`src/rtl/snoopy_arbiter_pkg.sv`:
```
// Shared types and default parameters for the snoopy bus arbiter.
package snoopy_arbiter_pkg;

    typedef enum logic [1:0] {
        IDLE    = 2'd0,
        GRANTED = 2'd1,
        RELEASE = 2'd2
    } arb_state_e;

    localparam int unsigned DEFAULT_NUMBER_OF_DEVICES = 4;
    localparam int unsigned DEFAULT_TIMEOUT_CYCLES    = 64;

endpackage

```
`src/rtl/round_robin_picker.sv`:
```
// Combinational round-robin selector: first set request at or after the pointer,
// wrapping from the last device back to device 0.
module round_robin_picker #(
    parameter int unsigned NUMBER_OF_DEVICES = 4,
    parameter int unsigned OW                = 2
) (
    input  logic [NUMBER_OF_DEVICES-1:0] i_request,
    input  logic [OW-1:0]                i_pointer,
    output logic                         o_found_c,
    output logic [OW-1:0]                o_select_c
);

    localparam int unsigned N  = NUMBER_OF_DEVICES;
    localparam int unsigned SW = OW + 1;

    logic [SW-1:0] w_index;

    // Explicit wrap compare so non-power-of-two device counts work.
    always_comb begin
        o_found_c  = 1'b0;
        o_select_c = '0;
        w_index    = '0;
        for (int unsigned i = 0; i < N; i++) begin
            w_index = {1'b0, i_pointer} + SW'(i);
            if (w_index >= SW'(N)) begin
                w_index = w_index - SW'(N);
            end
            if (!o_found_c && i_request[w_index[OW-1:0]]) begin
                o_found_c  = 1'b1;
                o_select_c = w_index[OW-1:0];
            end
        end
    end

endmodule

```
`src/rtl/snoopy_bus_arbiter.sv`:
```
// Round-robin owner arbitration for the shared snoopy bus with a one-cycle turnaround.
// Optional grant timeout and requester masking enabled by SNOOPY_ARBITER_TIMEOUT_EN.
module snoopy_bus_arbiter
    import snoopy_arbiter_pkg::*;
#(
    parameter int unsigned NUMBER_OF_DEVICES = DEFAULT_NUMBER_OF_DEVICES,
    parameter int unsigned TIMEOUT_CYCLES    = DEFAULT_TIMEOUT_CYCLES
) (
    input  logic                                 clock,
    input  logic                                 reset,
    input  logic [NUMBER_OF_DEVICES-1:0]         request,
    output logic [NUMBER_OF_DEVICES-1:0]         grant,
    output logic                                 busValid,
    output logic [((NUMBER_OF_DEVICES > 1) ? $clog2(NUMBER_OF_DEVICES) : 1)-1:0] owner,
    output logic                                 timeout
);

    localparam int unsigned N  = NUMBER_OF_DEVICES;
    localparam int unsigned OW = (N > 1) ? $clog2(N) : 1;

    if (N < 2 || TIMEOUT_CYCLES == 0) begin : g_bad_param
        $error("snoopy_bus_arbiter: needs at least 2 devices and a nonzero timeout");
    end

    arb_state_e    r_state, w_state_nxt;
    logic [N-1:0]  r_grant, w_grant_nxt;
    logic [OW-1:0] r_owner, w_owner_nxt;
    logic [OW-1:0] r_pointer, w_pointer_nxt;
    logic          r_bus_valid, w_bus_valid_nxt;
    logic          r_timeout, w_timeout_nxt;

    logic [N-1:0]  w_pick_request;
    logic          w_found;
    logic [OW-1:0] w_select;
    logic          w_owner_req;
    logic          w_expired;

    assign w_owner_req = request[r_owner];

`ifdef SNOOPY_ARBITER_TIMEOUT_EN
    localparam int unsigned CW = $clog2(TIMEOUT_CYCLES + 1);

    logic [CW-1:0] r_count, w_count_nxt;
    logic [N-1:0]  r_mask, w_mask_nxt;

    // Count reaches TIMEOUT_CYCLES on the edge that revokes the grant.
    assign w_expired      = (r_count == CW'(TIMEOUT_CYCLES - 1));
    assign w_pick_request = request & ~r_mask;

    // A timed-out device stays masked until it drops its request once.
    always_comb begin
        w_count_nxt = r_count;
        w_mask_nxt  = r_mask & request;
        if (r_state == IDLE && w_found) begin
            w_count_nxt = '0;
        end else if (r_state == GRANTED) begin
            w_count_nxt = r_count + CW'(1);
        end
        if (r_state == GRANTED && w_owner_req && w_expired) begin
            w_mask_nxt[r_owner] = 1'b1;
        end
    end

    always_ff @(posedge clock) begin
        if (reset) begin
            r_count <= '0;
            r_mask  <= '0;
        end else begin
            r_count <= w_count_nxt;
            r_mask  <= w_mask_nxt;
        end
    end
`else
    assign w_expired      = 1'b0;
    assign w_pick_request = request;
`endif

    round_robin_picker #(
        .NUMBER_OF_DEVICES (N),
        .OW                (OW)
    ) u_picker (
        .i_request  (w_pick_request),
        .i_pointer  (r_pointer),
        .o_found_c  (w_found),
        .o_select_c (w_select)
    );

    // Next state and next registered outputs.
    always_comb begin
        w_state_nxt     = r_state;
        w_grant_nxt     = r_grant;
        w_owner_nxt     = r_owner;
        w_bus_valid_nxt = r_bus_valid;
        w_pointer_nxt   = r_pointer;
        w_timeout_nxt   = 1'b0;
        unique case (r_state)
            IDLE: begin
                w_grant_nxt     = '0;
                w_owner_nxt     = '0;
                w_bus_valid_nxt = 1'b0;
                if (w_found) begin
                    w_state_nxt     = GRANTED;
                    w_grant_nxt     = {{(N-1){1'b0}}, 1'b1} << w_select;
                    w_owner_nxt     = w_select;
                    w_bus_valid_nxt = 1'b1;
                    w_pointer_nxt   = (w_select == OW'(N - 1)) ? '0 : w_select + OW'(1);
                end
            end
            GRANTED: begin
                if (!w_owner_req || w_expired) begin
                    w_state_nxt     = RELEASE;
                    w_grant_nxt     = '0;
                    w_owner_nxt     = '0;
                    w_bus_valid_nxt = 1'b0;
                    w_timeout_nxt   = w_owner_req;
                end
            end
            RELEASE: begin
                w_state_nxt     = IDLE;
                w_grant_nxt     = '0;
                w_owner_nxt     = '0;
                w_bus_valid_nxt = 1'b0;
            end
            default: begin
                w_state_nxt     = IDLE;
                w_grant_nxt     = '0;
                w_owner_nxt     = '0;
                w_bus_valid_nxt = 1'b0;
            end
        endcase
    end

    always_ff @(posedge clock) begin
        if (reset) begin
            r_state     <= IDLE;
            r_grant     <= '0;
            r_owner     <= '0;
            r_pointer   <= '0;
            r_bus_valid <= 1'b0;
            r_timeout   <= 1'b0;
        end else begin
            r_state     <= w_state_nxt;
            r_grant     <= w_grant_nxt;
            r_owner     <= w_owner_nxt;
            r_pointer   <= w_pointer_nxt;
            r_bus_valid <= w_bus_valid_nxt;
            r_timeout   <= w_timeout_nxt;
        end
    end

    assign grant    = r_grant;
    assign owner    = r_owner;
    assign busValid = r_bus_valid;
    assign timeout  = r_timeout;

endmodule

```
`config.mk`:
```
export PLATFORM = sky130hd
export DESIGN_NAME = snoopy_bus_arbiter
export DESIGN_NICKNAME = d
export VERILOG_FILES = /design/src/rtl/snoopy_arbiter_pkg.sv /design/src/rtl/round_robin_picker.sv /design/src/rtl/snoopy_bus_arbiter.sv
export SDC_FILE = /design/constraint.sdc
export NUM_CORES = 1
export LEC_CHECK = 0
export ABC_CLOCK_PERIOD_IN_PS = 2200
export BUFFER_PORTS_ARGS = -buffer_cell sky130_fd_sc_hd__buf_2
export CAP_MARGIN = 20
export CORE_MARGIN = 10
export CORE_UTILIZATION = 40
export CTS_BUF_LIST = sky130_fd_sc_hd__clkbuf_8 sky130_fd_sc_hd__clkbuf_16
export CTS_CLUSTER_SIZE = 14
export DETAILED_ROUTE_END_ITERATION = 10
export GPL_TIMING_DRIVEN = 0
export SLEW_MARGIN = 20
export SYNTH_ARGS = -nofsm -noshare
export SYNTH_HDL_FRONTEND = slang
export SYNTH_HIERARCHICAL = 1
export SYNTH_SLANG_ARGS = --single-unit
export TNS_END_PERCENT = 100
```
`constraint.sdc`:
```
create_clock -name clock -period 2.2 [get_ports clock]
set_input_delay 0.11 -clock clock [delete_from_list [all_inputs] [get_ports clock]]
set_output_delay 0.11 -clock clock [all_outputs]
set_load 0.05 [all_outputs]
```
## After elaboration in Yosys (flattened, before gate mapping)

Cells that the tools add are included.

| word-level totals | value |
|---|---|
| bits in registers | 11 |
| output and inout port bits | 8 |
| word-level logic and storage cells | 71 |

| cells by class | value |
|---|---|
| $add $sub $neg | 8 |
| $lt $le $gt $ge | 9 |
| equal/unequal tests | 4 |
| shift operators | 1 |
| mux-type cells | 35 |
| reduce and logical (&&, ||, !) cells | 9 |

Operators with widths:

| operator | number |
|---|---|
| 2-to-1 mux 2 bit | 13 |
| < comparator 2 x 3 -> 1 bit, second input constant | 5 |
| 2-to-1 mux 1 bit | 11 |
| binary-select mux 1 bit (select 2 bit) | 5 |
| greater-or-equal comparator 3 bit, second input constant | 3 |
| 2-to-1 mux 4 bit | 2 |
| case mux 2 bit (2 select lines) | 2 |
| case mux 4 bit (2 select lines) | 1 |
| subtractor 2 x 1 -> 2 bit, second input constant | 4 |
| adder 2 x 2 -> 3 bit, second input constant | 2 |
| AND reduction 2 bit | 2 |
| left shift 1 x 2 -> 4 bit, first input constant | 1 |
| adder 2 x 1 -> 3 bit, second input constant | 1 |
| greater-or-equal comparator 2 x 3 -> 1 bit, second input constant | 1 |
| logical AND 1 bit | 3 |
| zero test 1 bit | 3 |
| adder 2 x 1 -> 2 bit, second input constant | 1 |
| == test 2 x 1 -> 1 bit, second input constant | 1 |
| == test 2 bit, second input constant | 1 |
| zero test 2 bit | 1 |
| inequality test 2 x 1 -> 1 bit, second input constant | 1 |
| inequality test 2 bit, second input constant | 1 |
| case mux 1 bit (2 select lines) | 1 |

## Depth between registers and ports, before layout

Gate-level depths: netlist of the first run.

| logic depth | value |
|---|---|
| depth after elaboration | 17 |
| depth in mapped cells | 7 |
| mapped depth without buffers | 7 |

## By module

The synthesis of the first run kept the hierarchy.

By module, submodules not included:

| module | instances | cells each | area an instance (um^2) |
|---|---|---|---|
| snoopy_bus_arbiter | 1 | 55 | 558.0 |
| round_robin_picker | 1 | 15 | 77.6 |

## Worst setup path before layout of the first run

Ideal clock, no wire load.

| path | value |
|---|---|
| path type | reg-to-reg |
| start | register r_pointer[0] |
| end | register r_pointer[1] |
| data arrival time | 1.525 ns |
| slack | 0.551 ns |
| stages on the path, launching flop included | 8 |
| buffers on the path | 0 |
| period minus slack after synthesis | 1.649 ns |
| cells stage by stage | dfxtp_1 > inv_2 > a221o_1 > a21oi_1 > inv_1 > ha_1 > mux2i_1 > nor2_1 |

| between the ends | value |
|---|---|
| word-level cells in the longest chain between the ends | 16 |
| elaborated cells between the ends (all ways) | 41 |
| those cells by class | add/sub (8); order compare (4); eq/ne (1); mux (21); reduce/logical (7) |

RTL lines:

| item | line | RTL |
|---|---|---|
| start: declaration | snoopy_bus_arbiter.sv:28 | `logic [OW-1:0] r_pointer, w_pointer_nxt;` |
| start signal: assignment | snoopy_bus_arbiter.sv:145 | `r_pointer <= w_pointer_nxt;` |
| parallel branches: the longest is 13 deep, another holds adder 2 x 1 -> 3 bit | -- |  |
| 2-to-1 mux 2 bit * | round_robin_picker.sv:28 | `if (!o_found_c && i_request[w_index[OW-1:0]]) begin` |
| net w_select[0] | snoopy_bus_arbiter.sv:34 | `logic [OW-1:0] w_select;` |
| adder 2 x 1 -> 2 bit or == test 2 bit (tied branches) | snoopy_bus_arbiter.sv:106 | `w_pointer_nxt = (w_select == OW'(N - 1)) ? '0 : w_select + OW'(1);` |
| 2-to-1 mux 2 bit * | snoopy_bus_arbiter.sv:106 |  |

Mark *: on every way through the listed nets, which the timed path passes. The select of a mux whose other input is x is not followed.
A chain may end at the register's enable or synchronous reset.

## Worst setup path in the final report of the first run

Ends and elaborated chain as after synthesis.

==> results by stage, run 1 <==
Status:
- The flow ran to the end, and the final reports show no timing, DRC or antenna violations.

Floorplanning:
- The floorplan step set the die width to 59.9 um.
- The die outline height is 59.9 um.
- For this configuration, the core starts out at a cell density of 42.2%.
- The die covers 0.00358 sq mm.
- In this run the count of I/O pins placed on the die edge is 14.
- The count of standard-cell rows is 14.
- The placeable core region is 0.00151 sq mm.

Hold path:
- The class of the tightest hold or removal check is input pin to flop.

Cells and area:
- In the final design database the tool counted 97 nets.
- The post-layout instance area is 761 sq um.
- The post-layout utilization of the core is 50.5%.
- The final instance count without filler cells is 102.
- The total inserted antenna cells is 0.
- The growth of design area from synthesis to finish is 19.7%.
- The post-route netlist has 26.7% of its cells at a drive strength greater than 1.

GRT:
- The leftover overflow at the end of global routing is 0.
- The via count of the first global-routing pass is 455.
- The first global-routing pass estimated 2100 um of wire.
- The maximum number of pins on one net before global-route repair is 11.
- The aggregate global-route resource usage is 7.75%.
- The initial antenna violation count is 0.

Worst setup path:
- The startpoint class of the critical path is a flop.
- The kind of critical path is flop to flop.
- The highest fanout seen on the critical path is 5.
- STA classifies the critical path endpoint as a flop.
- The required time at the endpoint of the critical path is 2.31 ns.
- At the worst endpoint, the arrival time is 1.96 ns.

Routing:
- The detailed-route wire length is 1280 um.
- The mean routed wirelength per cell is 12.6 um.
- After the first detailed-routing iteration, the DRC count stood at 14.
- The via count of the routed design is 529.
- In the routed design, unresolved DRC markers number 0.
- Dividing the detail-routed via count by the number of cells gives 5.19.
- The count of TritonRoute iterations in the first routing pass is 4.
- The count of nets left with antenna violations once routing finished came out at 0.

Clock tree:
- Clock-pin slew was measured on the worst setup and hold paths at 0.05 ns.
- Counting every sink on the clock net gives 11.
- Counting along the longest clock path gives a buffer depth of 2.
- The clock root buffer is clkbuf_8.
- The clock latency reported for the late side of the worst-skew pair is 0.23 ns.
- The hold buffer count at cts is 0.
- The TritonCTS buffer count is 3.
- The quantity of gates resized following cts is 0.
- The clock tree from TritonCTS is built.
- Post-CTS timing repair inserted 0 buffers for setup.
- In this run the number of H-tree levels came out at 1.

Power:
- The static power due to leakage is 0.000360 uW.
- In this run the power density over the cells is 880 mW/mm^2.
- VDD sags by at most 0.495 mV.

STA:
- On the final layout, the worst hold slack is 0.229 ns.
- The count of final max-slew check failures is 0.
- The smallest clock period supported by the final layout is computed as 1.85 ns.
- The worst clock skew is 0.00204 ns.
- Static timing analysis puts the maximum clock frequency at 0.542 GHz.
- In the finished design, the share of the clock period the worst path needs comes to 83.9%.
- Setup repair after global routing left no endpoint under its margin.
- The accumulated negative setup slack is 0 ns.
- The final count of hold timing violations was 0.
- The setup-violating endpoint count in the final report is 0.

Place:
- The cell area after placement is 716 sq um.
- The routability congestion estimate from global placement is 0.690.
- The half-perimeter wire length of the detailed placement result is 986 um.
- The total instance count after detailed placement is 98.
- The number of input and output port buffers inserted is 12.

Yosys:
- The most used flip-flop cell after synthesis is dfxtp_1.
- For this run, asynchronously set or reset flops after synthesis account for 0%.
- Ranked by total cell area, the synthesized netlist is headed by dfxtp_1 35%, ha_1 7.9%, nand2b_1 6.9%.
- The register bit count reported by yosys is 11.
- The cell count after synthesis came out at 70.
- The post-synth net total is 80.
- Among all cell types in the netlist, the one instantiated most often is dfxtp_1.
- The synthesized area per cell is 9.08 sq um.
- Summed over all instances, the cell type with the most area after synthesis is dfxtp_1.
- The number of enable-type register cells in the synthesized netlist is 0.
- The Yosys step of the flow raised 6 warnings.
- The unique cell type count in the Yosys netlist is 26.
- The cell area after technology mapping is 636 sq um.
- The proportion of netlist area held by the largest area contributor is 34.6%.
- Ranked by instance count, the synthesized netlist is headed by 11 x dfxtp_1, 7 x nand2b_1, 6 x a21oi_1, 6 x inv_1, 5 x nor2_1.
- The register area share after synthesis is 34.6%.

Job:
- The tool flagged a number of max-cap violations equal to 0.
[path summary, 6_finish.rpt]
check / start / end / slack [ns] / depth (start not counted)
worst max-delay path: r_pointer[0]$_SDFFE_PP0P_ / r_pointer[1]$_SDFFE_PP0P_ / 0.35 / 7
worst min register to register: grant[2]$_SDFFE_PP0P_ / grant[2]$_SDFFE_PP0P_ / 0.46 / 2
worst max register to register: r_pointer[0]$_SDFFE_PP0P_ / r_pointer[1]$_SDFFE_PP0P_ / 0.35 / 7
worst min-delay path: reset / grant[2]$_SDFFE_PP0P_ / 0.23 / 3
[cell type report]
| type | count | area [sq um] |
|---|---|---|
| inverters | 7 | 26.3 |
| clock buffers | 3 | 41.3 |
| well taps | 16 | 20.0 |
| flip-flops and latches | 11 | 220 |
| clock inverters | 1 | 3.75 |
| repair buffers | 12 | 60.1 |
| multi-input cells | 50 | 378 |
| plain buffers | 2 | 11.3 |
| fillers | 148 | 746 |
[placed cells by master (no fill, tap or decap), types with 2 or more instances in the layout]
| cell | instances |
|---|---|
| nor2_1 | 5 |
| mux2i_1 | 3 |
| mux2_2 | 2 |
| o21ai_1 | 4 |
| ha_1 | 4 |
| dfxtp_1 | 11 |
| clkbuf_8 | 3 |
| a21oi_1 | 6 |
| inv_1 | 7 |
| nand2_1 | 3 |
| nand3b_1 | 4 |
| buf_2 | 12 |
| nand2b_1 | 7 |
[report_power, final]
group | switching, uW | internal (uW)
clock | 73.5 | 122
sequential | 26.2 | 228
combinational | 142 | 78.3
total | 241 | 428
[per-stage QoR]
stage                     worst slack, ns  total power, uW
after floorplan                     0.551              428
after detailed placement            0.353              478
after CTS                           0.360              680
final                               0.354              669
after global placement              0.367              475
after global routing                0.253              713
[cells by family (layout without fill, tap and decap cells)]
family	after synthesis	in the layout	synth area share, %
compound gates	16	16	17.3
fa+ha+maj	4	4	7.87
buf+inv	9	25	5.90
flops	11	11	34.6
mux	5	5	8.27
other cells	1	1	0.590
simple gates	24	24	25.4
[worst max-delay path: stages (launching register included)]
cell     delay (ns)
dfxtp_1        0.38
inv_2          0.05
a221o_1        0.31
a21oi_1        0.38
inv_1          0.12
ha_1           0.30
mux2i_1        0.13
nor2_1         0.05
[flip-flops by register name, summed over array words and instances (netlist names)]
| name | flops |
|---|---|
| busValid | 1 |
| owner | 2 |
| grant | 4 |
| r_pointer | 2 |
| r_state | 2 |
[per-layer routing]
| metal | vias to the layer above | wire (um) | global-route usage (%) |
|---|---|---|---|
| met2 | 10 | 589 | 11.3 |
| li1 | 276 | - | - |
| met4 | 0 | 0 | 2.88 |
| met1 | 243 | 599 | 8.75 |
| met5 | - | 0 | 0 |
| met3 | 0 | 95 | 5.08 |
Note: power is estimated with default switching activity, not from simulation.
==> run 2: changes to the inputs <==
--- a/config.mk
+++ b/config.mk
@@ -5,7 +5,8 @@
 export SDC_FILE = /design/constraint.sdc
 export NUM_CORES = 1
 export LEC_CHECK = 0
-export ABC_CLOCK_PERIOD_IN_PS = 2200
+export ABC_AREA = 1
+export ABC_CLOCK_PERIOD_IN_PS = 1710
 export BUFFER_PORTS_ARGS = -buffer_cell sky130_fd_sc_hd__buf_2
 export CAP_MARGIN = 20
 export CORE_MARGIN = 10
==> constraint.sdc (replaced) <==
create_clock -name clock -period 1.71 [get_ports clock]
set_input_delay 0.0855 -clock clock [delete_from_list [all_inputs] [get_ports clock]]
set_output_delay 0.0855 -clock clock [all_outputs]
set_load 0.05 [all_outputs]
==> run 2 against run 1 <==
  * Clock power increased by 32%
  * Die area increased by 24%
  * Global-route usage increased by 0.97 points
  * Routed wire length increased by 60%
  * Sequential power increased by 87%
  * Utilization increased by 6.2 points
  * Cell area increased by 51%
  * Worst setup slack got worse by 0.34 ns
  * Largest cell class unchanged
==> results by stage, run 2 <==
GRT:
- The maximum number of pins on one net before global-route repair is 11 (unchanged).
- The initial antenna violation count was 0 (unchanged).
- The via count of the first global-routing pass is 738 (+62%).
- The leftover overflow at the end of global routing is 0 (unchanged).
- The aggregate global-route resource usage was 8.72% (+0.97 points).
- The wire length of the first global-routing pass is 3150 um (+50%).

Routing:
- The first-iteration detailed-routing DRC count is 32 (+18).
- The via count of the routed design is 813 (+54%).
- The count of TritonRoute iterations in the first routing pass is 4 (unchanged).
- The post-route DRC violation count is 0 (unchanged).
- The detailed-route wire length was 2060 um (+60%).
- The mean routed wirelength per cell is 11.7 um (-6.7%).
- The vias per cell is 4.65 (-10%).
- The count of antenna-violating nets left after detailed routing is 0 (unchanged).

STA:
- The accumulated negative setup slack was 0 ns (unchanged).
- The final count of hold timing violations is 0 (unchanged).
- The maximum frequency from static timing analysis came to 0.591 GHz (+9.1%).
- The count of final max-slew check failures is 0 (unchanged).
- The worst hold slack after final layout is 0.114 ns (-0.115 ns).
- The setup-violating endpoint count in the final report is 0 (unchanged).
- The final critical-path required period is 1.69 ns (-0.154 ns).
- The worst clock skew is 0.00389 ns (+0.00186 ns).
- Setup repair after global routing could not meet its margin everywhere.
- The final cycle utilization of the critical path was 98.9% (+15 points).
- The final worst slack came to 0.0180 ns (-0.336 ns).

Cells and area:
- The flip-flop count of the largest register, all copies and words added is 4 (unchanged).
- The ratio of cells with drive above 1 in the final layout is 48.6% (+22 points).
- In the layout the commonest cells are 30 x nand2_1, 16 x nand2_2, 12 x buf_2, 10 x inv_1, 9 x dfxtp_1.
- The most common cell after layout, fill and taps aside is nand2_1.
- The number of fill cells in the layout is 205 (+39%).
- The post-layout instance area is 0.00115 sq mm (+51%).
- The growth of design area from synthesis to finish is 31.8%.
- The number of nets at the end of the flow came to 159 (+64%).
- The total inserted antenna cells is 0 (unchanged).

Worst setup path:
- The worst-case reg-to-reg path depth is 15 (+8).
- Walking the worst path, the cells encountered are buf_6, nand2_2, nand2_2, nand2_2, nand2_2, nor2_4, nand3_2, nand2_1, nand2_1, inv_2, buf_6, buf_4, nand2_1, o21ai_0, nor2_1.
- In this run the worst setup path begins at r_pointer[0]$_SDFFE_PP0P_.
- By startpoint and endpoint, the worst setup path is classified as flop to flop.
- The worst path buffer plus inverter count is 4 (+2).
- The slowest stage of the critical path belongs to the cell dfxtp_4.
- The category of the worst setup path capture point is a flop.
- The most common cell type on the critical path is nand2_2.
- The worst setup path endpoint is r_pointer[0]$_SDFFE_PP0P_.
- The number of gates on the worst path with buffers counted is 15 (+8).
- The worst register-to-register path ends at r_pointer[0]$_SDFFE_PP0P_.
- The data arrival at the endpoint of the critical path came to 1.82 ns (-0.14 ns).
- In this run the critical register-to-register path is launched from r_pointer[0]$_SDFFE_PP0P_.
- The highest cell delay on the worst timing path is 0.36 ns (-0.02 ns).
- The required time at the endpoint of the critical path is 1.84 ns (-0.47 ns).
- The highest fanout seen on the critical path was 5 (unchanged).
- The largest delay contributor family on the critical path is simple AND/OR/NAND/NOR gates.
- The startpoint class of the critical path is a flop.
- The setup slack of the worst register-to-register path is 0.02 ns (-0.34 ns).

Yosys:
- The post-synth net total was 134 (+68%).
- The unique cell type count in the Yosys netlist is 21 (-19%).
- The cell area after technology mapping is 871 sq um (+37%).
- The number of enable-type register cells in the synthesized netlist is 0 (unchanged).
- The most repeated cell in the gate-level netlist after synthesis is nand2_1.
- The most used flip-flop cell after synthesis is dfxtp_1.
- Counting instances in the post-synthesis netlist gives the leading cell types as 33 x nand2_1, 15 x nand2_2, 12 x inv_1.
- The post-synthesis cell type with the largest combined area is dfxtp_1.
- The register bit count reported by yosys is 11 (unchanged).
- The synthesized area per cell is 7.02 sq um (-23%).
- By area the synthesized netlist is led by dfxtp_1 25%, nand2_1 14%, nand2_2 11%.
- The proportion of netlist area held by the largest area contributor is 25.3% (-9.4 points).
- The register area share after synthesis was 25.3% (-9.4 points).
- The total of warnings raised by yosys is 6 (unchanged).
- The post-synthesis async set-or-reset flop share is 0% (unchanged).
- The post-synthesis instance total is 124 (+77%).

Power:
- The static power due to leakage is 0.000570 uW (+59%).
- The worst ir drop on vdd is 1.15 mV (+130%).
- The total power density per cell area came to 2310 mW/mm^2 (+160%).
- The total power is 2650 uW (+300%).

Clock tree:
- The clock latency reported for the late side of the worst-skew pair is 0.24 ns (about the same).
- The hold buffer count at cts is 0 (unchanged).
- The number of buffers between clock root and the deepest sink was 2 (unchanged).
- The total number of H-tree levels is 1 (unchanged).
- The clock tree from TritonCTS is built.
- The clock root buffer is clkbuf_8.
- The TritonCTS buffer count is 3 (unchanged).
- The clock input transition at the sequential cells of the worst setup and hold paths is 0.05 ns (about the same).
- The number of clock sinks seen by CTS is 11 (unchanged).

Floorplanning:
- The starting density of the core is 43.1% (+0.88 points).
- The die area was 0.00444 sq mm (+24%).
- The placeable core region is 0.00202 sq mm (+34%).
- The die outline height was 66.7 um (+11%).
- The number of placed I/O pins is 14 (unchanged).
- The width of the chip is 66.7 um (+11%).
- The count of standard-cell rows came to 16 (+2).

Hold path:
- The class of the tightest hold or removal check is input pin to flop.

Status:
- The run finished with clean final reports.

Place:
- The cell area after placement is 965 sq um (+35%).
- The pre-CTS worst setup slack is -0.165 ns (-0.517 ns).
- The routability congestion estimate from global placement is 0.890 (+29%).
- The number of input and output port buffers inserted was 12 (unchanged).
- The half-perimeter wire length of the detailed placement result came to 1440 um (+46%).

Job:
- The number of maximum-capacitance constraint violations is 0 (unchanged).
run 2: worst min path at each step:
stage                     startpoint                    end  cells after the start
after floorplan                reset  grant[0]$_SDFFE_PP0P_                      1
after global placement         reset  grant[1]$_SDFFE_PP0P_                      2
after detailed placement       reset  grant[0]$_SDFFE_PP0P_                      2
after CTS                      reset  grant[0]$_SDFFE_PP0P_                      2
after global routing           reset  grant[3]$_SDFFE_PP0P_                      2
final                          reset  grant[3]$_SDFFE_PP0P_                      2
run 2: final cells by class:
type / count / area [sq um] / share of cell area (%)
Multi-Input combinational cell: 96 / 636 / 55.4
Sequential cell: 11 / 228 / 19.8
Timing Repair Buffer: 19 / 124 / 10.8
Inverter: 16 / 62.6 / 5.45
Clock buffer: 3 / 41.3 / 3.60
Tap cell: 27 / 33.8 / 2.94
Buffer: 2 / 18.8 / 1.64
Clock inverter: 1 / 3.75 / 0.327
run 2: cells by family after synthesis:
group,count (synthesis),share of synthesized area [%]
and+or+nand+nor,79,53.2
adders and majority gates,4,5.75
other,1,0.431
AOI/OAI and AO/OA,11,6.32
buffers and inverters,18,9.05
DFF,11,25.3
run 2: metal layers:
metal  GRT usage, %  part of all wire, %
met4           1.57                 0.39
met5              0                    0
met3           4.52                  5.6
met2           13.6                   48
met1           10.4                   46
run 2: what timing repair did:
| action | in CTS | in global routing |
|---|---|---|
| endpoints found under the setup margin | 6 | 5 |
| gates cloned | 1 | 1 |
| gates resized for setup | 14 | 10 |
| pin swaps | 8 | 14 |
| buffers inserted | 4 | 2 |
run 2: power by group:
| group | switching [uW] | internal (uW) |
|---|---|---|
| clock | 100 | 158 |
| combinational | 1210 | 708 |
| sequential | 103 | 371 |
| total | 1410 | 1240 |
run 2: metrics by stage:
| stage | cells | utilization [%] |
|---|---|---|
| floorplan | 124 | - |
| global placement | 163 | 47.7 |
| detailed placement | 163 | 47.7 |
| CTS | 172 | 53.9 |
| global route | 175 | 56.7 |
| finish | 175 | 56.7 |
